--- config.mk ---
export PLATFORM = sky130hd
export DESIGN_NAME = mem_stage_wait
export DESIGN_NICKNAME = d
export VERILOG_FILES = /design/src/rtl/mem_stage_wait_pkg.sv /design/src/rtl/mem_stage_wait_bank.sv /design/src/rtl/mem_stage_wait.sv
export SDC_FILE = /design/constraint.sdc
export NUM_CORES = 2
export LEC_CHECK = 0
export CAP_MARGIN = 20
export CELL_PAD_IN_SITES_DETAIL_PLACEMENT = 1
export CELL_PAD_IN_SITES_GLOBAL_PLACEMENT = 2
export CORE_ASPECT_RATIO = 1.75
export CORE_UTILIZATION = 50
export DETAILED_ROUTE_END_ITERATION = 10
export PLACE_DENSITY = 0.77
export SKIP_CTS_REPAIR_TIMING = 1
export SYNTH_ARGS = -nofsm -noshare
export SYNTH_HDL_FRONTEND = slang
export SYNTH_HIERARCHICAL = 1
export SYNTH_SLANG_ARGS = --single-unit
--- constraint.sdc ---
create_clock -name clock -period 4.6 [get_ports clock]
set_clock_uncertainty 0.1 [all_clocks]
set_input_delay 0.92 -clock clock [delete_from_list [all_inputs] [get_ports clock]]
set_output_delay 0.92 -clock clock [all_outputs]
set_load 0.05 [all_outputs]
--- src/rtl/mem_stage_wait_pkg.sv ---
// mem_pkg: shared types and constants for the wait-state data-memory stage
// Contents: FSM state enum, access op encoding, wait-cycle limit.
package mem_pkg;
    typedef enum logic {IDLE, BUSY} state_t;
    typedef enum logic {OP_LOAD, OP_STORE} op_t;
    localparam int WAIT_MAX = 15;
endpackage

--- src/rtl/mem_stage_wait_bank.sv ---
// mem_bank: single-port synchronous RAM with byte-enable write and registered read
// Ports: clk_i clock; rst_ni sync active-low reset (read register only);
//        we_i/be_i byte-lane write; re_i load into read register;
//        clr_i zero the read register; addr_i word index; wdata_i store data;
//        rdata_o registered read data.
module mem_bank #(
    parameter int DATA_W = 16,
    parameter int ADDR_W = 8
) (
    input  logic                clk_i,
    input  logic                rst_ni,
    input  logic                we_i,
    input  logic                re_i,
    input  logic                clr_i,
    input  logic [ADDR_W-1:0]   addr_i,
    input  logic [DATA_W-1:0]   wdata_i,
    input  logic [DATA_W/8-1:0] be_i,
    output logic [DATA_W-1:0]   rdata_o
);
    logic [DATA_W-1:0] mem [2**ADDR_W];
    logic [DATA_W-1:0] rdata_q;
    always_ff @(posedge clk_i) begin
        if (we_i)
            for (int i = 0; i < DATA_W/8; i++)
                if (be_i[i]) mem[addr_i][8*i +: 8] <= wdata_i[8*i +: 8];
    end
    // The read register doubles as the stage's held load result, so it alone is reset.
    always_ff @(posedge clk_i) begin
        if (!rst_ni) rdata_q <= '0;
        else if (clr_i) rdata_q <= '0;
        else if (re_i) rdata_q <= mem[addr_i];
    end
    assign rdata_o = rdata_q;
endmodule

--- src/rtl/mem_stage_wait.sv ---
// mem_stage_wait: pipeline MEM stage with programmable wait states, byte stores and range check
// Ports: clock, reset_n (sync active-low); MemRead/MemWrite request (store wins);
//        Zero/Branch/BranchNe -> PCSrc branch decision; address/writeData/byteEn access
//        operands; outputDataRead last load result; readValid/addrFault completion
//        pulses; stall holds upstream while an access is in flight.
module mem_stage_wait
    import mem_pkg::*;
#(
    parameter int DATA_W      = 16,
    parameter int ADDR_W      = 8,
    parameter int WAIT_CYCLES = 2
) (
    input  logic                clock,
    input  logic                reset_n,
    input  logic                MemRead,
    input  logic                MemWrite,
    input  logic                Zero,
    input  logic                Branch,
    input  logic                BranchNe,
    input  logic [DATA_W-1:0]   address,
    input  logic [DATA_W-1:0]   writeData,
    input  logic [DATA_W/8-1:0] byteEn,
    output logic                PCSrc,
    output logic [DATA_W-1:0]   outputDataRead,
    output logic                readValid,
    output logic                addrFault,
    output logic                stall
);
    localparam logic [3:0] WAIT_INIT = (WAIT_CYCLES > WAIT_MAX) ? 4'(WAIT_MAX) : 4'(WAIT_CYCLES);
    state_t              state_q;
    op_t                 op_q;
    logic [3:0]          cnt_q;
    logic [DATA_W-1:0]   addr_q;
    logic [DATA_W-1:0]   wdata_q;
    logic [DATA_W/8-1:0] be_q;
    logic                valid_q;
    logic                fault_q;
    logic                done;
    logic                oor;
    logic                we;
    logic                re;
    logic                clr;
    assign done = (state_q == BUSY) && (cnt_q == 4'd0);
    assign oor  = |addr_q[DATA_W-1:ADDR_W];
    // Writes are gated by reset_n because the array itself is never reset.
    assign we   = reset_n && done && (op_q == OP_STORE) && !oor;
    assign re   = done && (op_q == OP_LOAD) && !oor;
    assign clr  = done && oor;
    always_ff @(posedge clock) begin
        if (!reset_n) begin
            state_q <= IDLE;
            cnt_q   <= 4'd0;
            valid_q <= 1'b0;
            fault_q <= 1'b0;
        end else begin
            valid_q <= done;
            fault_q <= done && oor;
            case (state_q)
                IDLE: if (MemRead || MemWrite) begin
                    op_q    <= MemWrite ? OP_STORE : OP_LOAD;
                    addr_q  <= address;
                    wdata_q <= writeData;
                    be_q    <= byteEn;
                    cnt_q   <= WAIT_INIT;
                    state_q <= BUSY;
                end
                BUSY: if (cnt_q != 4'd0) cnt_q <= cnt_q - 4'd1;
                      else state_q <= IDLE;
                default: state_q <= IDLE;
            endcase
        end
    end
    mem_bank #(
        .DATA_W(DATA_W),
        .ADDR_W(ADDR_W)
    ) u_bank (
        .clk_i  (clock),
        .rst_ni (reset_n),
        .we_i   (we),
        .re_i   (re),
        .clr_i  (clr),
        .addr_i (addr_q[ADDR_W-1:0]),
        .wdata_i(wdata_q),
        .be_i   (be_q),
        .rdata_o(outputDataRead)
    );
    assign PCSrc     = Branch & (Zero ^ BranchNe);
    assign readValid = valid_q;
    assign addrFault = fault_q;
    assign stall     = (state_q == BUSY);
endmodule

# Yosys cells after proc, flatten, opt, wreduce, memory -nomap -nowiden
# Memories as Yosys holds them, arrays and structs flattened. A register that Yosys moved wholly into a read port is not among the register bits.
# Cells that the tools add are included.
[classes] bitwise_logic=5 eq_ne=2 n_reduce_logical=15 addsub=1 mux=13
[ops] cell="1-bit 2-to-1 mux" count=9
[ops] cell="4-bit 2-to-1 mux" count=2
[ops] cell="4-bit one-hot mux with 2 select lines" count=1
[ops] cell="8-bit OR reduction" count=1
[ops] cell="1-bit logical AND" count=7
[ops] cell="4-bit logical NOT" count=1
[ops] cell="4-bit nonzero test" count=1
[ops] cell="4-bit by 1-bit subtractor with 4-bit output, second input constant" count=1
[ops] cell="1-bit NOT" count=3
[ops] cell="3-bit AND reduction" count=1
[ops] cell="2-bit by 1-bit != test with 1-bit output, second input constant" count=1
[ops] cell="2-bit != test, second input constant" count=1
[ops] cell="1-bit one-hot mux with 2 select lines" count=1
[ops] cell="2-bit AND reduction" count=1
[ops] cell="2-bit OR reduction" count=1
[ops] cell="1-bit AND" count=1
[ops] cell="1-bit logical NOT" count=1
[ops] cell="1-bit logical OR" count=1
[ops] cell="1-bit XOR" count=1
[totals] in_bits=41 ff_bits=42 memories=1 ramBits=4096
[mem_list] name="u_bank.mem" depth=256 word_bits=16 read_ports=1 rd_clocked_by_memory_dff=1 wr=1 line="mem_stage_wait_bank.sv:20" source="logic [DATA_W-1:0] mem [2**ADDR_W];"

# Longest topological paths before layout
[logic_depth] ltp_word=7 depth_mapped=13 mapped_depth_nobuf=12

# Cells and area by module
# The synthesis kept the hierarchy.
[modules_own_cells] mod="mem_bank" instances=1 seq_area_each_um2=123318.3 area_each_um2=159437.9 cells_per_inst=7478
[modules_own_cells] mod="mem_stage_wait" instances=1 seq_area_each_um2=1191.1 area_each_um2=1428.9 cells_per_inst=77

# Worst setup path before layout
# No wires, ideal clock.
[synth_path] path_type="register -> register" from="register wdata_q[0]" to="memory u_bank.mem[0][0] (data pin)" t_arrival_ns=3.228 stages_incl_launch_ff=1 required_time_ns=3.683 path_slack_ns=0.454 path_cell_list="edfxtp_1"
[synth_rtl] element="from (decl)" line="mem_stage_wait.sv:34" source="logic [DATA_W-1:0] wdata_q;"
[synth_rtl] element="from (signal assigned)" line="mem_stage_wait.sv:62" source="wdata_q <= writeData;"
[synth_rtl] element="to (decl)" line="mem_stage_wait_bank.sv:20"
# No word-level cell before the write port.

# Worst setup path in the final report
[layout_path] from="register cnt_q[0]" to="register u_bank.rdata_q[14], in the netlist u_bank/rdata_o[14] (read register of u_bank.mem)"
[layout_between] elab_chain_cells=4 word_cells_on_any_way=6 classes_between="reduce/logical (6)"
[layout_rtl] element="from (decl)" line="mem_stage_wait.sv:32" source="logic [3:0] cnt_q;"
[layout_rtl] element="from (signal assigned)" line="mem_stage_wait.sv:67" source="BUSY: if (cnt_q != 4'd0) cnt_q <= cnt_q - 4'd1;"
[layout_rtl] element="4-bit logical NOT" line="mem_stage_wait.sv:43" source="assign done = (state_q == BUSY) && (cnt_q == 4'd0);"
[layout_rtl] element="1-bit logical AND" line="mem_stage_wait.sv:43"
[layout_rtl] element="1-bit logical AND (2 in series)" line="mem_stage_wait.sv:47" source="assign re = done && (op_q == OP_LOAD) && !oor;"
[layout_rtl] element="net re" line="mem_stage_wait.sv:41" source="logic re;"
[layout_rtl] element="to (decl)" line="mem_stage_wait_bank.sv:21" source="logic [DATA_W-1:0] rdata_q;"
# The timed path passes the listed nets, and every way through them passes these cells.
# A chain may end at the register's enable or synchronous reset.

==> reports/qor.yml <==
clock_tree:
  clock_latency_ns: 0.93
  cts_tree: "yes"
  cts_buffers: 361
  cts_buffer_depth: 4
  cts.sinks: 4154
  path_clk_slew_ns: 0.07
  cts_htree_levels: 5
  root_buffer: "clkbuf_16"
synthesis:
  yosys_warnings: 6
  ys_ff_latch: 4154
  yosysMostFrequentCell: "edfxtp_1"
  async_reset_ff_share_pct: 0
  syn-cell-area_sq_um: 160900
  yosys.area.top_type: "edfxtp_1"
  synth.distinct_cells: 81
  synth_top_cell_area_share_pct: 77.11
  synth_area_per_cell_sq_um: 21.29
  synth_edf_count: 4131
  synth_ff_type: "edfxtp_1"
  ys_top_cells_by_count: "edfxtp_1 (4131), mux4_2 (996), nor2_1 (605)"
  postSynthCellCount: 7555
  synth_area_leaders: "edfxtp_1 (77%), mux4_2 (14%), mux2i_1 (1.7%), nor2_1 (1.4%), nand2_1 (0.77%)"
  synth_seq_area_share_pct: 77.40
  synth_nets: 7597
finish:
  nets: 8483
  area_growth_pct: 14.62
  fin_cells: 13040
  multi_input_area_sq_um: 34020
  design_area_sq_um: 184400
  final-seq-area_sq_um: 124500
  layout-drive-gt1-share_pct: 28.74
  fillCellCount: 27080
timing:
  rsz0062_at_grt: "false"
  tightest_slew_ns: 1.566
  finalWorstSetupSlack_ns: -0.004508
  hold_viol: 0
  fin_crit_ns: 4.605
  finalSetupViolCount: 1
  clock.fmax_mhz: 217.2
  finalMaxSlewViolations: 39
  slew_headroom_pct: -4.399
  period_share_pct: 100.1
critical_path:
  rr_endpoint: "u_bank/rdata_o[14]$_SDFFE_PP0P_"
  setup.worst_path.end_class: "flop"
  r2r-start: "cnt_q[0]$_SDFFE_PN0P_"
  critPathLaunchType: "flop"
  worstSetupPathType: "reg2reg"
  worstRegToRegCells: 11
  required_ns: 5.25
  reg2reg_slack_ns: -0.005
  crit_arrival_ns: 5.26
  worstPathMaxFanout: 13
  crit_start: "cnt_q[0]$_SDFFE_PN0P_"
  endpoint: "u_bank/rdata_o[14]$_SDFFE_PP0P_"
job:
  max_cap_viol_count: 0
floorplanning:
  dieArea_sq_um: 324100
  initial_utilization_pct: 50.22
  die_h_um: 752.4
  io_pins: 61
  row_count: 275
  die_w_um: 430.8
  coreArea_sq_um: 320300
global_routing:
  grt_pass1_wl_um: 697700
  antenna_found_initial: 18
  grt_max_degree: 173
  grt_pass1_vias: 88850
  grt_usage_pct: 31.14
  overflow: 0
routing:
  vias: 83400
  drc_errors: 0
  wl_met1_um: 163800
  first_pass_iters: 6
  drt-total-wl_um: 503800
  via_per_inst: 6.398
  wl_per_cell_um: 38.65
  route.met2.wl_um: 260200
  top_layer: "met5"
  drtIter0Drc: 9526
  ant_nets: 0
  wl_met3_um: 36670
placed_design:
  place_area_sq_um: 172600
  placed_cells_incl_taps: 12370
  hpwl_um: 335200
  gp_congestion: 0.9063
  io_buffer_count: 60
hold_path:
  min_path_type: "reg2reg"
pwr:
  p_leak_nw: 58.61
  powerDensity_nw_per_um2: 418.3
  ir_drop_mv: 0.5698
status:
  violations: "max-slew violations, negative setup slack"
  status: "finished, violations left"
[critical path, cell delays in order (launching register included)]
cell and delay (ns):
dfxtp_1 0.35, inv_1 0.07, ha_1 0.22, nand2_2 0.09
or3_4 0.37, nor4_4 0.62, inv_1 0.40, buf_4 0.39
a21oi_1 0.23, o21ai_0 0.20, a221oi_1 1.15, a31oi_1 0.18
[worst min path at each step]
stage,from,end,slack (ns),cells after the start
3_3_place_gp,cnt_q[1]$_SDFFE_PN0P_,cnt_q[1]$_SDFFE_PN0P_,0.38,2
2_1_floorplan,cnt_q[1]$_SDFFE_PN0P_,cnt_q[1]$_SDFFE_PN0P_,0.36,2
3_5_place_dp,cnt_q[1]$_SDFFE_PN0P_,cnt_q[1]$_SDFFE_PN0P_,0.40,2
5_1_grt,address[14],addr_q[14]$_DFFE_PP_,0.42,1
4_1_cts,address[15],addr_q[15]$_DFFE_PP_,0.38,1
6_report,cnt_q[1]$_SDFFE_PN0P_,cnt_q[1]$_SDFFE_PN0P_,0.41,2
[power by group]
group	internal (mW)	switching [mW]
registers	41.6	0.0770
clock network	17.1	13.9
logic	1.47	2.95
total	60.2	16.9
[layer usage]
layer,track usage (%),vias up
met5,0,-
met1,35.08,44650
li1,-,33160
met4,22.15,14
met3,4.865,1268
met2,53.96,4304
[stage by stage]
step                      hold WS, ns  worst slack [ns]  utilization (%)  total power [mW]  setup TNS (ns)
after floorplan                0.3555            0.4543                -             44.95               0
after global placement         0.3807            0.1984            53.85             46.82               0
after detailed placement       0.4007            0.1322            53.87             46.94               0
after CTS                      0.3783            0.1143            57.55             77.47               0
after global routing           0.4178            0.2247            57.55             78.59               0
final                          0.4055         -0.004508            57.56             77.12       -0.004508
[layout make-up]
| cell class | instances | share of cell area, % |
|---|---|---|
| sequential | 4154 | 67.53 |
| multi-input combinational | 2931 | 18.45 |
| clock buffer | 438 | 5.182 |
| timing repair buffer | 981 | 4.677 |
| tap | 4293 | 2.913 |
| clock inverter | 215 | 1.202 |
| inverter | 12 | 0.03257 |
| antenna | 11 | 0.01493 |
[logic make-up (layout without fill, tap and decap cells)]
| family | Yosys count | in the layout | synth area share (%) |
|---|---|---|---|
| AO/OA/AOI/OAI | 504 | 504 | 2.245 |
| buffers and inverters | 470 | 1646 | 1.559 |
| multiplexers | 1293 | 1293 | 15.87 |
| flip-flops | 4154 | 4154 | 77.40 |
| XOR/XNOR | 1 | 1 | 0.005445 |
| other | 0 | 11 | 0 |
| AND/OR/NAND/NOR | 1132 | 1132 | 2.914 |
| adder cells (fa/ha/maj) | 1 | 1 | 0.007777 |
[cells in the final DEF (no fill, tap or decap), types with 9 or more instances in the layout]
cell type / synthesis / layout
edfxtp_1: 4131 / 4131
mux4_2: 996 / 996
buf_4: 77 / 832
nor2_1: 605 / 597
clkbuf_16: 0 / 370
nand2_1: 328 / 327
mux2i_1: 269 / 269
o22ai_1: 86 / 86
buf_12: 1 / 85
nand3_1: 88 / 80
o21ai_0: 74 / 74
a32oi_1: 73 / 73
clkinv_1: 2 / 69
clkbuf_1: 201 / 64
clkdlybuf4s50_1: 0 / 60
a22oi_1: 60 / 60
clkinv_2: 0 / 51
a21oi_1: 44 / 43
bufinv_16: 0 / 39
clkinvlp_4: 0 / 29
nor3_1: 24 / 24
dfxtp_1: 23 / 23
mux2_2: 22 / 22
a31oi_1: 20 / 20
a211oi_1: 20 / 20
o2111ai_1: 16 / 16
o22a_1: 14 / 14
o221ai_1: 13 / 13
diode_2: 0 / 11
a22o_1: 11 / 11
a221oi_1: 11 / 11
inv_6: 0 / 10
clkinv_4: 0 / 10
and3_1: 9 / 9
o211ai_1: 9 / 9
[sequential cells by signal (all words and copies together), names as in the netlist]
signal / cells
u_bank/rdata_o: 16
addr_q: 16
wdata_q: 16
be_q: 2
op_q: 1
stall: 1
readValid: 1
u_bank/mem: 4096
cnt_q: 4
addrFault: 1
(Power assumes the default switching activity.)
